$ cat config.mk
export PLATFORM = sky130hd
export DESIGN_NAME = stack_memory
export DESIGN_NICKNAME = d
export VERILOG_FILES = /design/src/rtl/stack_mem_pkg.sv /design/src/rtl/ram_sp.sv /design/src/rtl/stack_memory.sv
export SDC_FILE = /design/constraint.sdc
export NUM_CORES = 2
export LEC_CHECK = 0
export ABC_AREA = 1
export CORE_ASPECT_RATIO = 2
export CORE_MARGIN = 2
export CORE_UTILIZATION = 45
export DETAILED_ROUTE_END_ITERATION = 8
export HOLD_SLACK_MARGIN = 0.15
export PLACE_DENSITY = 0.64
export REMOVE_ABC_BUFFERS = 1
export SYNTH_ARGS = -nofsm -noshare
export SYNTH_HDL_FRONTEND = slang
export SYNTH_SLANG_ARGS = --single-unit
export TNS_END_PERCENT = 100
$ cat constraint.sdc
create_clock -name clk -period 3.3 [get_ports clk]
set_input_delay 0.33 -clock clk [delete_from_list [all_inputs] [get_ports clk]]
set_output_delay 0.33 -clock clk [all_outputs]
set_load 0.05 [all_outputs]
$ cat src/rtl/stack_mem_pkg.sv
// Shared defaults and the command set for stack_memory.
// decode_cmd resolves simultaneous strobes into one command by priority.
package stack_mem_pkg;

    localparam int DATA_W_DEF = 8;
    localparam int ADDR_W_DEF = 8;

    typedef enum logic [2:0] {
        CMD_IDLE,
        CMD_READ,
        CMD_WRITE,
        CMD_PUSH,
        CMD_POP,
        CMD_REPLACE
    } cmd_e;

    // Stack strobes outrank random access; write outranks read.
    function automatic cmd_e decode_cmd(input logic rd, input logic wr,
                                        input logic psh, input logic pp);
        cmd_e c;
        if (psh && pp)  c = CMD_REPLACE;
        else if (psh)   c = CMD_PUSH;
        else if (pp)    c = CMD_POP;
        else if (wr)    c = CMD_WRITE;
        else if (rd)    c = CMD_READ;
        else            c = CMD_IDLE;
        return c;
    endfunction

endpackage

$ cat src/rtl/ram_sp.sv
// Single-port synchronous RAM with a registered read port.
// A read and write to the same address in one cycle returns the old word.
module ram_sp #(
    parameter int DATA_W = 8,
    parameter int ADDR_W = 8
) (
    input  logic              clk,
    input  logic              rst,
    input  logic              we_i,
    input  logic              re_i,
    input  logic [ADDR_W-1:0] addr_i,
    input  logic [DATA_W-1:0] wdata_i,
    output logic [DATA_W-1:0] rdata_o
);

    logic [DATA_W-1:0] mem_q [2**ADDR_W];
    logic [DATA_W-1:0] rdata_q;

    always_ff @(posedge clk) begin
        if (we_i) begin
            mem_q[addr_i] <= wdata_i;
        end
    end

    // The read register only moves on a read, so it holds between reads.
    always_ff @(posedge clk) begin
        if (rst) begin
            rdata_q <= '0;
        end else if (re_i) begin
            rdata_q <= mem_q[addr_i];
        end
    end

    assign rdata_o = rdata_q;

endmodule

$ cat src/rtl/stack_memory.sv
// Data memory with an integrated downward-growing hardware stack sharing one array.
// Commands are decoded by priority, then qualified against full/empty.
module stack_memory
    import stack_mem_pkg::*;
#(
    parameter int DATA_W      = DATA_W_DEF,
    parameter int ADDR_W      = ADDR_W_DEF,
    parameter int STACK_TOP   = 2**ADDR_W - 1,
    parameter int STACK_DEPTH = 16
) (
    input  logic              clk,
    input  logic              rst,
    input  logic              read,
    input  logic              write,
    input  logic              push,
    input  logic              pop,
    input  logic [ADDR_W-1:0] address,
    input  logic [DATA_W-1:0] data_in,
    input  logic              err_clr,
    output logic [DATA_W-1:0] out,
    output logic              valid,
    output logic [ADDR_W-1:0] sp,
    output logic              full,
    output logic              empty,
    output logic              overflow,
    output logic              underflow
);

    localparam logic [ADDR_W-1:0] TOP_A   = ADDR_W'(STACK_TOP);
    localparam logic [ADDR_W:0]   DEPTH_A = (ADDR_W+1)'(STACK_DEPTH);

    logic [ADDR_W-1:0] sp_q, sp_d, sp_plus1;
    logic [ADDR_W:0]   count;
    logic              valid_q, ovf_q, unf_q;
    logic              ovf_set, unf_set;
    logic              ram_we, ram_re;
    logic [ADDR_W-1:0] ram_addr;
    cmd_e              cmd_raw, cmd;

    assign sp_plus1 = sp_q + ADDR_W'(1);
    assign count    = {1'b0, TOP_A} - {1'b0, sp_q};
    assign full     = (count == DEPTH_A);
    assign empty    = (count == '0);
    assign cmd_raw  = decode_cmd(read, write, push, pop);

    // Illegal stack operations collapse to IDLE and only raise their error flag.
    always_comb begin
        cmd     = cmd_raw;
        ovf_set = 1'b0;
        unf_set = 1'b0;
        case (cmd_raw)
            CMD_PUSH: if (full) begin
                cmd     = CMD_IDLE;
                ovf_set = 1'b1;
            end
            CMD_POP, CMD_REPLACE: if (empty) begin
                cmd     = CMD_IDLE;
                unf_set = 1'b1;
            end
            default: ;
        endcase
    end

    always_comb begin
        ram_we   = 1'b0;
        ram_re   = 1'b0;
        ram_addr = address;
        sp_d     = sp_q;
        case (cmd)
            CMD_READ:  ram_re = 1'b1;
            CMD_WRITE: ram_we = 1'b1;
            CMD_PUSH: begin
                ram_we   = 1'b1;
                ram_addr = sp_q;
                sp_d     = sp_q - ADDR_W'(1);
            end
            CMD_POP: begin
                ram_re   = 1'b1;
                ram_addr = sp_plus1;
                sp_d     = sp_plus1;
            end
            CMD_REPLACE: begin
                ram_re   = 1'b1;
                ram_we   = 1'b1;
                ram_addr = sp_plus1;
            end
            default: ;
        endcase
        // Reset cancels whatever command arrives with it.
        if (rst) begin
            ram_we = 1'b0;
            ram_re = 1'b0;
        end
    end

    always_ff @(posedge clk) begin
        if (rst) begin
            sp_q    <= TOP_A;
            valid_q <= 1'b0;
            ovf_q   <= 1'b0;
            unf_q   <= 1'b0;
        end else begin
            sp_q    <= sp_d;
            valid_q <= ram_re;
            ovf_q   <= ovf_set | (ovf_q & ~err_clr);
            unf_q   <= unf_set | (unf_q & ~err_clr);
        end
    end

    ram_sp #(
        .DATA_W (DATA_W),
        .ADDR_W (ADDR_W)
    ) u_ram (
        .clk     (clk),
        .rst     (rst),
        .we_i    (ram_we),
        .re_i    (ram_re),
        .addr_i  (ram_addr),
        .wdata_i (data_in),
        .rdata_o (out)
    );

    assign valid     = valid_q;
    assign sp        = sp_q;
    assign overflow  = ovf_q;
    assign underflow = unf_q;

endmodule

==> reports/qor.yml <==
period_share_pct: 104
cts_tree: "yes"
ys_seq_elements: 2067
ios: 44
syn-cell-area_sq_um: 88800
yosysMostFrequentCell: "nand2_1"
grt_first_pass_wirelength_um: 425000
nets: 9261
irDropWorstVdd_uv: 437
clock_latency_ns: 0.86
io_buffer_count: 43
p_seq_share_pct: 39.4
yosysSeqAreaShare_pct: 69.7
grt_pass1_vias: 66600
regArea_sq_um: 61900
synth-main-ff-cell: "edfxtp_1"
syn_inst: 8537
period_minus_slack_ns: 3.43
yosysTopAreaCellShare_pct: 69.3
violations: "setup timing"
cts-buffers-inserted: 179
dpl.hpwl_um: 192000
combPwrFrac_pct: 32.0
p_sw_share_pct: 34.2
via_per_inst: 5.64
maxSlewHeadroom_pct: 30.8
syn2layout_area_growth_pct: 21.5
wl_per_cell_um: 25.1
crit_type: "reg2reg"
status: "finished with violations"
path_max_fanout: 40
grt_overflow_total: 0
slew_viol_final: 0
timing.setup.tns_ns: -0.416
powerDensity_nw_per_um2: 683
grt_max_degree: 92
postRouteAntennaNets: 0
hp-class: "in2reg"
htree_levels: 4
rsz0062_at_grt: "true"
clockBufferDepth: 4
power.internal_uw: 48500
grt_usage_pct: 28.5
die_width_um: 318
root_buffer: "clkbuf_16"
synth_area_leaders: "edfxtp_1 (69%), nand2_1 (16%), nand3_1 (6.1%)"
drt_iter0_markers: 7312
yosysUniqueCellTypes: 35
clock-sinks: 2067
power_frac_clock_pct: 28.5
clk_pin_slew_ns: 0.08
synth_commonest_cells: "nand2_1 (3,871), edfxtp_1 (2,048), nand3_1 (1,076)"
crit_arrival_ns: 4.16
start_util_pct: 45.2
setup_slack_ns: -0.134
core-area_sq_um: 196000
p_leak_uw: 0.0432
p_switching_uw: 25200
row_count: 230
multi_input_area_sq_um: 25300
yosysTopAreaCell: "edfxtp_1"
rrSetupSlack_ns: -0.13
worstPathRequired_ns: 4.02
crit_path_end_kind: "register"
ys.warnings.count: 0
synth_edf_count: 2048
tightest_slew_ns: 1.04
maxCapViolCount: 0
dieArea_sq_um: 201000
drt_wl_total_um: 299000
hold_viol_final: 0
antenna_found_initial: 5
drc_errors: 0
fmax_mhz: 291
timing.hold.ws_ns: 0.202
fillers: 16600
dieHeight_um: 632
drive_gt1_share_pct: 17.4
setup_viol: 6
dr.pass1.iters: 8
cp-start-kind: "register"
fin_skew_ns: 0.0498
async_flop_share_pct: 0
gp_congestion: 0.988
syn_avg_cell_area_sq_um: 10.4
vias: 67200
## area by class of cell
cell class                 count  share of cell area [%]
sequential                  2067                    57.4
multi-input combinational   5844                    23.5
timing repair buffer        1073                    10.7
clock buffer                 213                    4.33
tap                         2552                    2.96
clock inverter               100                   0.893
inverter                      71                   0.249
antenna                        3                 0.00696
## flip-flops by register name (all words and copies together) (netlist names)
register	cells
overflow	1
underflow	1
valid	1
u_ram.rdata_o	8
sp	8
u_ram.mem_q	2048
## timing repair
action,4_1_cts,5_1_grt
cloned,9,28
hold buffers,8,0
gates resized for setup,205,377
endpoints found under the setup margin,1038,1652
buffers inserted,11,62
pin swaps,23,94
endpoints found under the hold margin,384,0
## logic make-up after synthesis
kind of cell               count (synthesis)  synth area share, %
and+or+nand+nor                         5521                 25.1
DFF                                     2067                 69.7
buffers and inverters                    627                 3.25
AOI/OAI and AO/OA                        311                 1.85
xor gates and xnor gates                   9               0.0888
adders and majority gates                  2               0.0282
## through the flow
stage,instances,setup slack [ns],power [uW],utilization (%),instance area [sq um]
6_report,11900,-0.134,73700,55.0,108000
5_1_grt,11900,-0.270,75900,55.0,108000
4_1_cts,11800,-0.118,71700,53.6,105000
3_5_place_dp,11500,-0.962,50100,50.2,98500
3_3_place_gp,11500,-1.06,50100,50.2,98500
2_1_floorplan,7981,-40.25,39700,-,86100
## path summary, 6_finish.rpt
kind,depth (start not counted),from,to
worst max-delay path,25,sp[0],u_ram.rdata_o[4]
worst min-delay path,4,err_clr,underflow
worst max register to register,25,sp[0],u_ram.rdata_o[4]
worst min register to register,2,underflow,underflow
## placed cells by master (no fill, tap or decap), drive strengths merged
cell	netlist	final
clkinvlp	0	11
ha	2	2
bufbuf	0	2
o31ai	1	1
xnor2	1	1
dfxtp	19	19
nand2	3878	3879
buf	367	1001
nand4	32	32
nor2	531	531
xor2	8	8
clkinv	2	69
dlygate4sd3	0	8
o21bai	11	11
o211ai	2	2
clkbuf	189	240
diode	0	3
edfxtp	2048	2048
o21a	15	15
o221ai	1	1
o21ai	94	94
inv	69	75
clkdlybuf4s50	0	35
nor3	2	2
o22ai	2	2
bufinv	0	16
nand3	1077	1077
a21oi	184	184
o32ai	1	1
or2	1	1
## worst max-delay path: stages, from the launching register on
cell and delay [ns]:
dfxtp_2 0.33, ha_4 0.17, nand2_4 0.06, nor2_4 0.04, nand2_2 0.09, nand2_4 0.10
nand2_4 0.13, nand2_8 0.09, buf_12 0.16, buf_16 0.19, buf_6 0.23, buf_4 0.18
nand3_1 0.06, nand2_1 0.06, nand2_1 0.09, nand2_1 0.06, nand2_1 0.06, nand2_1 0.08
nor2_4 0.18, nor2_1 0.09, nor2_2 0.25, nand3_2 0.17, nand2_2 0.11, nand2_1 0.10
nor2_1 0.13, nor2_1 0.06
## per-layer routing
metal	wire, um	global-route usage [%]
met1	100000	30.7
met2	151000	50.0
met3	19900	3.80
met4	28500	23.7
met5	22	0
## power groups by stage
stage / registers [uW] / logic (uW) / clock network [uW]
after floorplan: 29800 / 9900 / 0
after global placement: 29600 / 20400 / 0
after detailed placement: 29600 / 20500 / 0
after CTS: 29100 / 21500 / 21200
after global routing: 29100 / 24800 / 22000
final: 29100 / 23600 / 21000
Power figures use the tool's default switching activity.
